File: src/rtl/serial_pkg.sv
// ---------------------------------------------------------------------------
// serial_pkg
//
// Shared definitions for the serial sequence-detector front end.
//   state_t        : shifter states (IDLE, SHIFT, PARITY)
//   SER_MAX_WIDTH  : widest word the feeder supports
//   clog2()        : ceiling log2, used to size bit counters
// ---------------------------------------------------------------------------
package serial_pkg;

    localparam int SER_MAX_WIDTH = 32;

    typedef enum logic [1:0] {
        IDLE   = 2'd0,
        SHIFT  = 2'd1,
        PARITY = 2'd2
    } state_t;

    // Ceiling log2; returns 0 for values <= 1.
    function automatic int clog2(input int value);
        int r;
        r = 0;
        while ((1 << r) < value) begin
            r = r + 1;
        end
        return r;
    endfunction

endpackage

File: src/rtl/ser_hold_reg.sv
// ---------------------------------------------------------------------------
// ser_hold_reg
//
// One-entry holding register with a valid/ready write side.
//   clk       in   clock, rising edge
//   rst       in   asynchronous active-high reset (clears full flag only)
//   clear     in   synchronous discard of the held entry
//   in_valid  in   write request
//   in_data   in   data to store
//   in_ready  out  entry is free and can take a write
//   pop       in   consumer takes the held entry this edge
//   out_data  out  held data
//   full      out  entry holds valid data
// The data register carries no reset; only the full flag is control state.
// ---------------------------------------------------------------------------
module ser_hold_reg
    import serial_pkg::*;
#(
    parameter int WIDTH = 8
) (
    input  logic             clk,
    input  logic             rst,
    input  logic             clear,
    input  logic             in_valid,
    input  logic [WIDTH-1:0] in_data,
    output logic             in_ready,
    input  logic             pop,
    output logic [WIDTH-1:0] out_data,
    output logic             full
);

    logic             full_q;
    logic [WIDTH-1:0] data_q;
    logic             wr;

    assign in_ready = !full_q;
    assign wr       = in_valid && !full_q;
    assign full     = full_q;
    assign out_data = data_q;

    // A write and a pop can never coincide: writes need an empty entry,
    // pops need a full one.
    always_ff @(posedge clk or posedge rst) begin
        if (rst) begin
            full_q <= 1'b0;
        end else if (clear || pop) begin
            full_q <= 1'b0;
        end else if (wr) begin
            full_q <= 1'b1;
        end
    end

    always_ff @(posedge clk) begin
        if (wr && !clear) begin
            data_q <= in_data;
        end
    end

endmodule

File: src/rtl/serial_bit_feeder.sv
// ---------------------------------------------------------------------------
// serial_bit_feeder
//
// Parallel-to-serial front end for the serial sequence detectors. Accepts
// WIDTH-bit words on a valid/ready handshake and streams them MSB-first, one
// bit per clock. A one-word holding register lets consecutive words follow
// each other with no idle cycle. With no word in flight bit_out = IDLE_BIT.
//
// Parameters
//   WIDTH       data bits per word (2..32)
//   IDLE_BIT    level driven on bit_out while idle
// Ports
//   clk         in   clock, rising edge
//   rst         in   asynchronous active-high reset
//   flush       in   synchronous abort of held and in-flight words
//   word_in     in   parallel word, bit WIDTH-1 sent first
//   word_valid  in   word_in valid
//   word_ready  out  word can be accepted this cycle
//   bit_out     out  serial bit (registered)
//   bit_valid   out  bit_out carries word data or parity (registered)
//   word_done   out  final bit of a word is on bit_out (registered)
//   busy        out  shifter active or holding register full
//
// Build option
//   SER_PARITY_EN  when defined, each word is followed by one even-parity
//                  bit and word_done marks that parity bit instead of the
//                  last data bit.
// ---------------------------------------------------------------------------
module serial_bit_feeder
    import serial_pkg::*;
#(
    parameter int   WIDTH    = 8,
    parameter logic IDLE_BIT = 1'b1
) (
    input  logic             clk,
    input  logic             rst,
    input  logic             flush,
    input  logic [WIDTH-1:0] word_in,
    input  logic             word_valid,
    output logic             word_ready,
    output logic             bit_out,
    output logic             bit_valid,
    output logic             word_done,
    output logic             busy
);

    localparam int CNT_W_RAW = clog2(WIDTH);
    localparam int CNT_W     = (CNT_W_RAW < 1) ? 1 : CNT_W_RAW;
    localparam logic [CNT_W-1:0] CNT_LAST = CNT_W'(WIDTH - 1);

    generate
        if (WIDTH < 2 || WIDTH > SER_MAX_WIDTH) begin : g_width_check
            $error("serial_bit_feeder: WIDTH out of range");
        end
    endgenerate

    state_t           state_q, state_d;
    logic [CNT_W-1:0] cnt_q, cnt_d;
    logic [WIDTH-1:0] sh_q, sh_d;
    logic [WIDTH-1:0] load_word;
    logic             load;

    logic             bit_out_q, bit_out_d;
    logic             bit_valid_q, bit_valid_d;
    logic             word_done_q, word_done_d;

    logic             hold_full;
    logic             hold_ready;
    logic [WIDTH-1:0] hold_data;
    logic             hold_wr;
    logic             hold_pop;

    logic             last_data;
    logic             last_bit;
    logic             free;
    logic             accept;

`ifdef SER_PARITY_EN
    logic             par_q, par_d;
`endif

    // Engine timing: "free" means the next edge may start a new word.
    assign last_data = (state_q == SHIFT) && (cnt_q == CNT_LAST);
`ifdef SER_PARITY_EN
    assign last_bit  = (state_q == PARITY);
`else
    assign last_bit  = last_data;
`endif
    assign free       = (state_q == IDLE) || last_bit;

    assign word_ready = hold_ready && !flush;
    assign accept     = word_valid && word_ready;

    // Words arriving while the engine is free bypass the holding register.
    assign hold_wr  = word_valid && !flush && !free;
    assign hold_pop = !flush && free && hold_full;

    assign busy = (state_q != IDLE) || hold_full;

    ser_hold_reg #(
        .WIDTH (WIDTH)
    ) u_hold (
        .clk      (clk),
        .rst      (rst),
        .clear    (flush),
        .in_valid (hold_wr),
        .in_data  (word_in),
        .in_ready (hold_ready),
        .pop      (hold_pop),
        .out_data (hold_data),
        .full     (hold_full)
    );

    // Next-state: flush beats everything, then load on a free engine,
    // otherwise keep shifting.
    always_comb begin
        state_d   = state_q;
        cnt_d     = cnt_q;
        sh_d      = sh_q;
        load      = 1'b0;
        load_word = word_in;
`ifdef SER_PARITY_EN
        par_d     = par_q;
`endif

        if (flush) begin
            state_d = IDLE;
        end else if (free) begin
            if (hold_full) begin
                load      = 1'b1;
                load_word = hold_data;
            end else if (accept) begin
                load      = 1'b1;
            end else begin
                state_d   = IDLE;
            end
        end else if (state_q == SHIFT) begin
`ifdef SER_PARITY_EN
            if (last_data) begin
                state_d = PARITY;
            end else begin
                sh_d  = {sh_q[WIDTH-2:0], 1'b0};
                cnt_d = cnt_q + CNT_W'(1);
            end
`else
            sh_d  = {sh_q[WIDTH-2:0], 1'b0};
            cnt_d = cnt_q + CNT_W'(1);
`endif
        end

        if (load) begin
            state_d = SHIFT;
            cnt_d   = '0;
            sh_d    = load_word;
`ifdef SER_PARITY_EN
            par_d   = ^load_word;
`endif
        end
    end

    // Output registers are computed from the next state so that the stream
    // is glitch-free and lines up with the shifter one edge after a load.
    always_comb begin
        bit_out_d   = IDLE_BIT;
        bit_valid_d = 1'b0;
        word_done_d = 1'b0;
        case (state_d)
            SHIFT: begin
                bit_out_d   = sh_d[WIDTH-1];
                bit_valid_d = 1'b1;
`ifdef SER_PARITY_EN
                word_done_d = 1'b0;
`else
                word_done_d = (cnt_d == CNT_LAST);
`endif
            end
`ifdef SER_PARITY_EN
            PARITY: begin
                bit_out_d   = par_d;
                bit_valid_d = 1'b1;
                word_done_d = 1'b1;
            end
`endif
            default: begin
                bit_out_d   = IDLE_BIT;
                bit_valid_d = 1'b0;
                word_done_d = 1'b0;
            end
        endcase
    end

    // ---- control registers (reset) ----
    always_ff @(posedge clk or posedge rst) begin
        if (rst) begin
            state_q     <= IDLE;
            cnt_q       <= '0;
            bit_out_q   <= IDLE_BIT;
            bit_valid_q <= 1'b0;
            word_done_q <= 1'b0;
        end else begin
            state_q     <= state_d;
            cnt_q       <= cnt_d;
            bit_out_q   <= bit_out_d;
            bit_valid_q <= bit_valid_d;
            word_done_q <= word_done_d;
        end
    end

    // ---- datapath registers (no reset) ----
    always_ff @(posedge clk) begin
        sh_q  <= sh_d;
`ifdef SER_PARITY_EN
        par_q <= par_d;
`endif
    end

    assign bit_out   = bit_out_q;
    assign bit_valid = bit_valid_q;
    assign word_done = word_done_q;

endmodule

File: config.mk
export PLATFORM = sky130hd
export DESIGN_NAME = serial_bit_feeder
export DESIGN_NICKNAME = d
export VERILOG_FILES = /design/src/rtl/serial_pkg.sv /design/src/rtl/ser_hold_reg.sv /design/src/rtl/serial_bit_feeder.sv
export SDC_FILE = /design/constraint.sdc
export NUM_CORES = 1
export LEC_CHECK = 0
export CAP_MARGIN = 20
export CORE_MARGIN = 2
export CORE_UTILIZATION = 40
export DETAILED_ROUTE_END_ITERATION = 16
export DONT_BUFFER_PORTS = 1
export PLACE_DENSITY = 0.64
export SYNTH_ARGS = -nofsm -noshare
export SYNTH_HDL_FRONTEND = slang
export SYNTH_SLANG_ARGS = --single-unit
File: constraint.sdc
create_clock -name clk -period 4.6 [get_ports clk]
set_input_delay 0.69 -clock clk [delete_from_list [all_inputs] [get_ports clk]]
set_output_delay 0.69 -clock clk [all_outputs]
set_load 0.03 [all_outputs]
==> results by group, run 1 <==
Worst setup path
  – Reg2reg start: cnt_q[0]
  – R2r endpoint: u_hold.out_data[0]
  – Crit path capture type: register
  – Setup crit start kind: register
  – Critical path class: reg2reg
  – Crit path from: cnt_q[0]
  – CP max FO: 8
  – Arrival time worst endpoint: 2200 ps
  – R2R setup slack: 2380 ps
  – Cells on worst reg2reg path: 5
  – CP Data Required Time: between 4000 and 5000 ps

Synthesis
  – Synth Area in Compound Gates: around 8.3%
  – Synth top area share: between 40% and 50%
  – Mean post-synth cell area: 14.70 µm²
  – Post-synth EDFFs: 15
  – Largest family of logic cells by synthesized area: simple AND/OR/NAND/NOR gates
  – Synth Area in Adders: 2.364%
  – Synthesized instance count: 72
  – Register bit count reported by yosys: 24
  – Top post-synthesis cells by area: edfxtp_1 (43%), dfrtp_1 (19%), a221o_1 (5.7%)
  – Post-synth top area cell: edfxtp_1
  – Warning count from the yosys run: 0
  – Post-synthesis mux area share: 1.891%
  – Sequential-to-total area share from yosys stat: 63.95%
  – Yosys cell types: 28
  – Synth Net Count: 86
  – Synth Area in XOR/XNOR: 0.8274%
  – Main synth FF type: edfxtp_1
  – Synth Cell Area: 0.001059 mm²
  – Count leader, synth: edfxtp_1
  – Synth cell count leaders: edfxtp_1 (15), dfrtp_1 (8), nor2_1 (8)
  – Synth Area in Simple Gates: 18.44%
  – FFs w/ async S/R, synth: 37.50%

Placed design
  – Pre-CTS WS: ~2400 ps
  – RePlAce Congestion: 0.7451
  – I/O Buffers: 0
  – Final HPWL DP: 1.168 mm
  – Placed inst area: ~0.0011 mm²
  – Placed insts: 99

GRT
  – Congestion Overflow GR: 0
  – Vias in the first global route: 578
  – Largest net degree at the start of global routing: 15
  – Initial antenna violation count: 0
  – Global Route Usage Sum: 12.11%
  – First-pass GRT wire length: 2.780 mm

Clock tree
  – Worst-Skew Late Latency: roughly 320 ps
  – Clk sinks: 24
  – CTS Buffer Depth: 2
  – CTS tree: done
  – Root buffer cell: clkbuf_4
  – Num CTS Buffers: 3
  – H-tree lvl count: 1
  – Post-cts hold buffer count: 0
  – Post-CTS setup buffer count: 0
  – Post-CTS Resized: 0
  – Clock-pin slew on the worst setup and hold paths: 140 ps

Cells and area
  – Fin util: 44.74%
  – Share of cells above drive strength 1: 16.44%
  – Finished Cell Area: roughly 0.0011 mm²
  – Post-Layout Cell Count: a little over 100
  – Ant. Diodes: 0
  – Layout area overhead: 5.674%
  – Final-stage net count: between 80 and 90

Detailed routing
  – Vias per std cell: 5.505
  – Drt total wl: 1.625 mm
  – DRT iter0 DRCs: 15
  – Post-DRT Antenna Nets: 0
  – Detailed-route wire length per cell: 15.78 µm
  – Post-route DRC: 0
  – Pre-antenna DRT Iters: 4
  – Vias: approximately 570

Flow run
  – Max Cap Violations: 0

STA
  – Setup TNS: 0 ps
  – Slew Limit Fails: 0
  – Final WS setup: 2376 ps
  – Hold slack: roughly 200 ps
  – Worst Skew: 10.53 ps
  – Hold Vio Cnt, Final: 0
  – Fmax: 449.7 MHz
  – Final setup fails: 0
  – RSZ-0062 raised after global routing: no
  – Final period util: between 40% and 50%
  – Slew margin rel.: 48.83%
  – Fin crit period: 2224 ps
  – Slew @ Worst Pin: 765.6 ps

Power
  – PwrDens: 415.4 mW/mm²
  – Peak VDD IR: 0.1688 mV
  – Design Power: around 0.46 mW
  – LEAKAGE: roughly 0.45 nW

Min path
  – Min-Delay Path Class: in2async

Floorplanning
  – Width of the die: 55.44 µm
  – # rows: 18
  – Core outline area: roughly 0.0025 mm²
  – Chip Height: 55.44 µm
  – Die ar.: 0.003074 mm²
  – Initial Utilization: 42.34%
  – I/O pins: 17

Outcome
  – Status: completed
state kept, by name, indices dropped and copies added (netlist names):
name / count
word_done: 1
u_hold.full: 1
u_hold.out_data: 8
bit_out: 1
cnt_q: 3
sh_q: 7
state_q: 2
bit_valid: 1
where the power goes:
| group | internal [mW] | switching (mW) |
|---|---|---|
| logic | 0.0222 | 0.0271 |
| clock network | 0.0882 | 0.0643 |
| registers | 0.250 | 0.0127 |
kinds of logic (layout without fill, tap and decap cells):
family,Yosys count,in the layout
fa+ha+maj,2,2
flops,24,24
compound gates,9,9
buf+inv,7,8
xor+xnor,1,1
simple gates,27,27
mux,2,2
layout make-up:
type                    count  area [µm²]
flip-flops and latches     24       676.9
well taps                  30       37.54
inverters                   4       15.01
multi-input cells          41       336.6
clock inverters             1       30.03
clock buffers               3       22.52
fillers                   227        1381
critical path, stage by stage (launching register included):
cell and delay (ps):
dfrtp_1 420, ha_1 210, ha_1 220, nor2b_1 370, nor2_1 100, nor2_1 560
worst max path at each step:
stage	depth (start not counted)	slack [ps]	to
detailed placement	5	2370	u_hold.out_data[6]
CTS	5	2360	u_hold.out_data[6]
floorplan	5	2610	u_hold.out_data[0]
finish	5	2380	u_hold.out_data[0]
global placement	5	2430	u_hold.out_data[7]
global route	5	2190	u_hold.out_data[0]
metal layers:
layer	global-route usage [%]	up-vias	wire, µm
met5	0	-	0
met4	7.317	0	34
met3	3.747	4	73
met2	17.01	15	744
met1	16.29	278	772
li1	-	270	-
layout by cell type, fill, tap and decap left out, drive strengths merged:
cell type,count
edfxtp,15
nor2,8
dfrtp,8
a221o,6
and2,6
inv,4
clkbuf,3
mux2i,2
or2,2
ha,2
nor3,2
nor4b,2
nor2b,1
or2b,1
a2bb2oi,1
nor4,1
xnor2,1
or3b,1
a22o,1
and2b,1
or3,1
and4b,1
a222oi,1
dfstp,1
bufinv,1
Power figures use the tool's default switching activity.
==> run 2, diff against run 1 <==
--- a/config.mk
+++ b/config.mk
@@ -10,7 +10,7 @@
 export CORE_UTILIZATION = 40
 export DETAILED_ROUTE_END_ITERATION = 16
 export DONT_BUFFER_PORTS = 1
-export PLACE_DENSITY = 0.64
+export PLACE_DENSITY = 0.66
 export SYNTH_ARGS = -nofsm -noshare
 export SYNTH_HDL_FRONTEND = slang
 export SYNTH_SLANG_ARGS = --single-unit
==> constraint.sdc (replaced) <==
create_clock -name clk -period 2 [get_ports clk]
set_input_delay 0.3 -clock clk [delete_from_list [all_inputs] [get_ports clk]]
set_output_delay 0.3 -clock clk [all_outputs]
set_load 0.03 [all_outputs]
==> run 2 against run 1 <==
Net effect:
- non-clock buffer count rose by 7
- die area did not move
- register-to-register slack got worse by 2300 ps
- critical endpoint is now sh_q[4]
- largest cell class unchanged
- sequential power rose by 130%
- wire length rose by 3.1%
- cell count rose by 6.8%
- critical path type unchanged
==> results by group, run 2 (synthesized netlist as in run 1, its figures left out) <==
Flow run
  – Max Cap Violations: 0

Power
  – Peak VDD IR: ~0.51 mV
  – Design Power: 1.082 mW
  – LEAKAGE: 0.4856 nW
  – PwrDens: ~910 mW/mm²

STA
  – Slew Limit Fails: 0
  – Fmax: 532.7 MHz
  – Slew @ Worst Pin: 538.2 ps
  – RSZ-0062 raised after global routing: no
  – Fin crit period: 1877 ps
  – Slew margin rel.: 63.99%
  – Final setup fails: 0
  – Setup TNS: 0 ps
  – Final period util: 93.86%
  – Worst Skew: 6.233 ps
  – Hold Vio Cnt, Final: 0

Floorplanning
  – I/O pins: 17
  – Width of the die: 55.44 µm
  – Core outline area: approximately 0.0025 mm²
  – Initial Utilization: 42.34%
  – # rows: 18
  – Die ar.: 0.003074 mm²
  – Chip Height: roughly 55 µm

Worst setup path
  – Cell Chain, Critical Path: ha_1, ha_1, nor2b_2, nor4b_2, buf_4, a221o_1
  – Buf+Inv Stages, Crit Path: 1
  – CP max stage cell: dfrtp_1
  – Most used cell, CP: ha_1
  – CP max FO: 8
  – CP Data Required Time: 2080 ps
  – CP top delay family: adder cells
  – Crit path capture type: register
  – CP max stage delay: around 430 ps
  – Setup crit start kind: register
  – Critical path class: reg2reg
  – Arrival time worst endpoint: 1960 ps

Clock tree
  – Clk sinks: 24
  – Clock-pin slew on the worst setup and hold paths: 130 ps
  – CTS Buffer Depth: 2
  – CTS tree: done
  – Root buffer cell: clkbuf_4
  – Num CTS Buffers: 3
  – H-tree lvl count: 1
  – Worst-Skew Late Latency: about 310 ps
  – Post-CTS setup buffer count: 0

Placed design
  – RePlAce Congestion: 0.6611
  – Placed insts: 105
  – Placed inst area: 0.001111 mm²
  – I/O Buffers: 0
  – Final HPWL DP: ~1.2 mm

GRT
  – First-pass GRT wire length: 2.856 mm
  – Global Route Usage Sum: 12.26%
  – Largest net degree at the start of global routing: 15
  – Vias in the first global route: 628
  – Congestion Overflow GR: 0
  – Initial antenna violation count: 0

Detailed routing
  – Post-route DRC: 0
  – Detailed-route wire length per cell: 15.24 µm
  – Drt total wl: 1.676 mm
  – Vias: 590
  – DRT iter0 DRCs: 8
  – Post-DRT Antenna Nets: 0
  – Vias per std cell: 5.364
  – Pre-antenna DRT Iters: 4

Cells and area
  – Finished Cell Area: 0.001185 mm²
  – Ant. Diodes: 0
  – Share of cells above drive strength 1: 25.00%
  – Fin util: 47.40%
  – Commonest non-fill, non-tap cell in the layout: edfxtp_1
  – Total of fill cells in the finished design: approximately 230
  – Commonest cells after routing, fill and taps aside: edfxtp_1 (15), nor2_1 (8), dfrtp_1 (8)
  – Flip-flop count of the largest register after layout: 8
  – Post-Layout Cell Count: between 100 and 150
  – Layout area overhead: 11.94%
  – Final-stage net count: 95

Outcome
  – Status: completed

Min path
  – Min-Delay Path Class: in2reg
run 2: cell types whose count changed in the layout (fill, tap and decap cells not counted), sizes merged:
cell,before,now
buf,0,6
dlygate4sd3,0,1
run 2: area by class of cell:
class | count | area (µm²) | area share (%)
multi-input combinational | 41 | 347.8 | 29.36
timing repair buffer | 7 | 55.05 | 4.646
inverter | 4 | 15.01 | 1.267
clock buffer | 3 | 22.52 | 1.901
clock inverter | 1 | 30.03 | 2.534
sequential | 24 | 676.9 | 57.13
tap | 30 | 37.54 | 3.168
run 2: metrics by stage:
step | hold WS (ps) | setup slack, ps
after floorplan | 127.2 | 13.10
after global placement | 161.9 | 128.3
after detailed placement | 170.6 | 76.66
after CTS | 26.92 | 52.48
after global routing | 24.89 | 22.01
final | 39.90 | 122.8
run 2: report_power, final:
part	switching, mW	internal [mW]
Sequential	0.0296	0.575
Clock	0.145	0.203
Combinational	0.0674	0.0624
run 2: what timing repair did:
| item | 4_1_cts | 5_1_grt |
|---|---|---|
| hold endpoints to repair | 8 | 0 |
| hold buffers | 1 | 0 |
| gates resized for setup | 0 | 3 |
| setup endpoints to repair | 0 | 8 |
run 2: worst paths after layout:
path / startpoint / to / slack, ps / depth (start not counted)
max reg2reg: cnt_q[0] / sh_q[4] / 120 / 6
min in group asynchronous: rst / bit_valid / 370 / 2
min: flush / state_q[0] / 40 / 1
min reg2reg: u_hold.out_data[7] / bit_out / 530 / 2
max: cnt_q[0] / sh_q[4] / 120 / 6
max in group asynchronous: rst / bit_out / 1340 / 2
run 2: routing by layer:
| layer | part of all wire (%) | up-vias | wire length [µm] | GRT usage (%) |
|---|---|---|---|---|
| li1 | - | 283 | - | - |
| met1 | 46 | 292 | 773 | 15.07 |
| met2 | 48 | 13 | 810 | 19.05 |
| met3 | 4.6 | 2 | 77 | 4.215 |
| met4 | 0.89 | 0 | 15 | 6.272 |
| met5 | 0 | - | 0 | 0 |
run 2: worst register-to-register path: stages, from the launching register on:
cell and delay (ps):
dfrtp_1 430, ha_1 220, ha_1 240, nor2b_2 170, nor4b_2 60, buf_4 180, a221o_1 360
==> run 3, diff against run 2 <==
--- a/config.mk
+++ b/config.mk
@@ -10,6 +10,7 @@
 export CORE_UTILIZATION = 40
 export DETAILED_ROUTE_END_ITERATION = 16
 export DONT_BUFFER_PORTS = 1
+export MAX_ROUTING_LAYER = met4
 export PLACE_DENSITY = 0.66
 export SYNTH_ARGS = -nofsm -noshare
 export SYNTH_HDL_FRONTEND = slang
==> run 3 against run 2 <==
Net effect:
- non-clock buffer count unchanged
- first-iteration DRC count up 13%
- cell count is the same
- register-to-register slack is essentially flat
==> results by group, run 3 (synthesized netlist as in run 1, its figures left out) <==
Outcome
  – Status: completed

Min path
  – Hold Path Depth: 1
  – Min-Delay Path Class: in2reg

Detailed routing
  – Vias per std cell: roughly 5.3
  – DRT iter0 DRCs: 9
  – Detailed-route wire length per cell: 15.08 µm
  – Post-DRT Antenna Nets: 0
  – Post-route DRC: 0
  – Drt total wl: 1.659 mm
  – Pre-antenna DRT Iters: 4
  – Vias: 584

Floorplanning
  – # rows: 18
  – Chip Height: 55.44 µm
  – Die ar.: 0.003074 mm²
  – Width of the die: 55.44 µm
  – Initial Utilization: 42.34%
  – I/O pins: 17
  – Core outline area: 0.002500 mm²

Clock tree
  – H-tree lvl count: 1
  – Clock-pin slew on the worst setup and hold paths: about 130 ps
  – Root buffer cell: clkbuf_4
  – Num CTS Buffers: 3
  – CTS Buffer Depth: 2
  – Worst-Skew Late Latency: 310 ps
  – Clk sinks: 24
  – CTS tree: done

STA
  – Final period util: 93.82%
  – Hold slack: 40.06 ps
  – Worst Skew: 5.440 ps
  – Slew margin rel.: 63.99%
  – Setup TNS: 0 ps
  – Final setup fails: 0
  – Fin crit period: 1876 ps
  – Slew Limit Fails: 0
  – RSZ-0062 raised after global routing: no
  – Fmax: 532.9 MHz
  – Slew @ Worst Pin: ~540 ps
  – Hold Vio Cnt, Final: 0

Power
  – P_int: ~0.84 mW
  – Sequential share of power: 56.0%
  – Clk pwr share: roughly a third
  – Logic pwr share: a little under an eighth
  – Psw: 0.2406 mW
  – LEAKAGE: between 0.4 and 0.5 nW
  – PwrDens: 912.1 mW/mm²
  – Sw Share: 22.27%
  – Peak VDD IR: slightly above 0.5 mV
  – Design Power: 1.081 mW

Cells and area
  – Final-stage net count: between 90 and 100
  – Share of cells above drive strength 1: between 20 and 30%
  – Ant. Diodes: 0
  – Flip-flop count of the largest register after layout: 8
  – Commonest non-fill, non-tap cell in the layout: edfxtp_1
  – Fin util: 47.40%
  – Total of fill cells in the finished design: 226
  – Layout area overhead: 11.94%
  – Commonest cells after routing, fill and taps aside: edfxtp_1 (15), nor2_1 (8), dfrtp_1 (8)
  – Post-Layout Cell Count: 110

Placed design
  – RePlAce Congestion: 0.6673
  – I/O Buffers: 0
  – Placed insts: around 110
  – Final HPWL DP: 1.225 mm

GRT
  – First-pass GRT wire length: 2.856 mm
  – Largest net degree at the start of global routing: 15
  – Congestion Overflow GR: 0
  – Initial antenna violation count: 0
  – Global Route Usage Sum: 12.56%
  – Vias in the first global route: ~630

Worst setup path
  – Reg2reg start: cnt_q[0]
  – Critical path class: reg2reg
  – Crit path from: cnt_q[0]
  – CP Data Required Time: 2080 ps
  – Cells on worst reg2reg path: 6
  – Worst Setup EP: sh_q[4]
  – R2R setup slack: 120 ps
  – Most used cell, CP: ha_1
  – CP max FO: 8
  – Buf+Inv Stages, Crit Path: 1
  – CP Depth: 6
  – Arrival time worst endpoint: 1950 ps
  – R2r endpoint: sh_q[4]
  – Crit path capture type: register
  – CP max stage cell: dfrtp_1
  – Setup crit start kind: register
  – CP top delay family: adder cells
  – CP max stage delay: 430 ps
  – Cell Chain, Critical Path: ha_1, ha_1, nor2b_2, nor4b_2, buf_4, a221o_1

Flow run
  – Max Cap Violations: 0
## run 3: cell counts in the layout (fill, tap and decap cells not counted)
No cell type changed its count.
## run 3: how the worst min path moves through the flow
stage	start	end	slack (ps)
6_report	flush	state_q[0]	40
5_1_grt	flush	state_q[0]	20
4_1_cts	flush	state_q[0]	30
3_5_place_dp	rst	bit_valid	170
3_3_place_gp	rst	bit_valid	160
2_1_floorplan	rst	bit_valid	130
## run 3: per-layer routing
metal / share of wire (%) / global-route usage [%]
met3: 4.9 / 3.279
met2: 48 / 19.05
met4: 0.90 / 6.272
met1: 46 / 15.53
met5: 0 / -
## run 3: power by group through the flow
stage	Clock, mW	Combinational [mW]	Sequential, mW
final	0.347	0.129	0.605
after detailed placement	0	0.128	0.616
after global routing	0.375	0.146	0.610
after CTS	0.355	0.130	0.605
after global placement	0	0.122	0.614
after floorplan	0	0.103	0.610
## run 3: final cells by class
type	count	area, µm²	share of cell area, %
clock buffers	3	22.52	1.901
inverters	4	15.01	1.267
well taps	30	37.54	3.168
clock inverters	1	30.03	2.534
multi-input cells	41	347.8	29.36
repair buffers	7	55.05	4.646
flip-flops and latches	24	676.9	57.13
## run 3: stage by stage
stage	setup WS, ps	cell area, µm²
after detailed placement	76.66	1111
after global routing	19.08	1185
final	123.6	1185
after floorplan	13.10	1059
after global placement	128.3	1111
after CTS	52.48	1174
## run 3: repair_timing
| action | CTS | global route |
|---|---|---|
| buffers inserted | 0 | 0 |
| hold endpoints to repair | 8 | 0 |
| hold buffers | 1 | 0 |
| setup endpoints to repair | 0 | 8 |
| resized for setup | 0 | 3 |
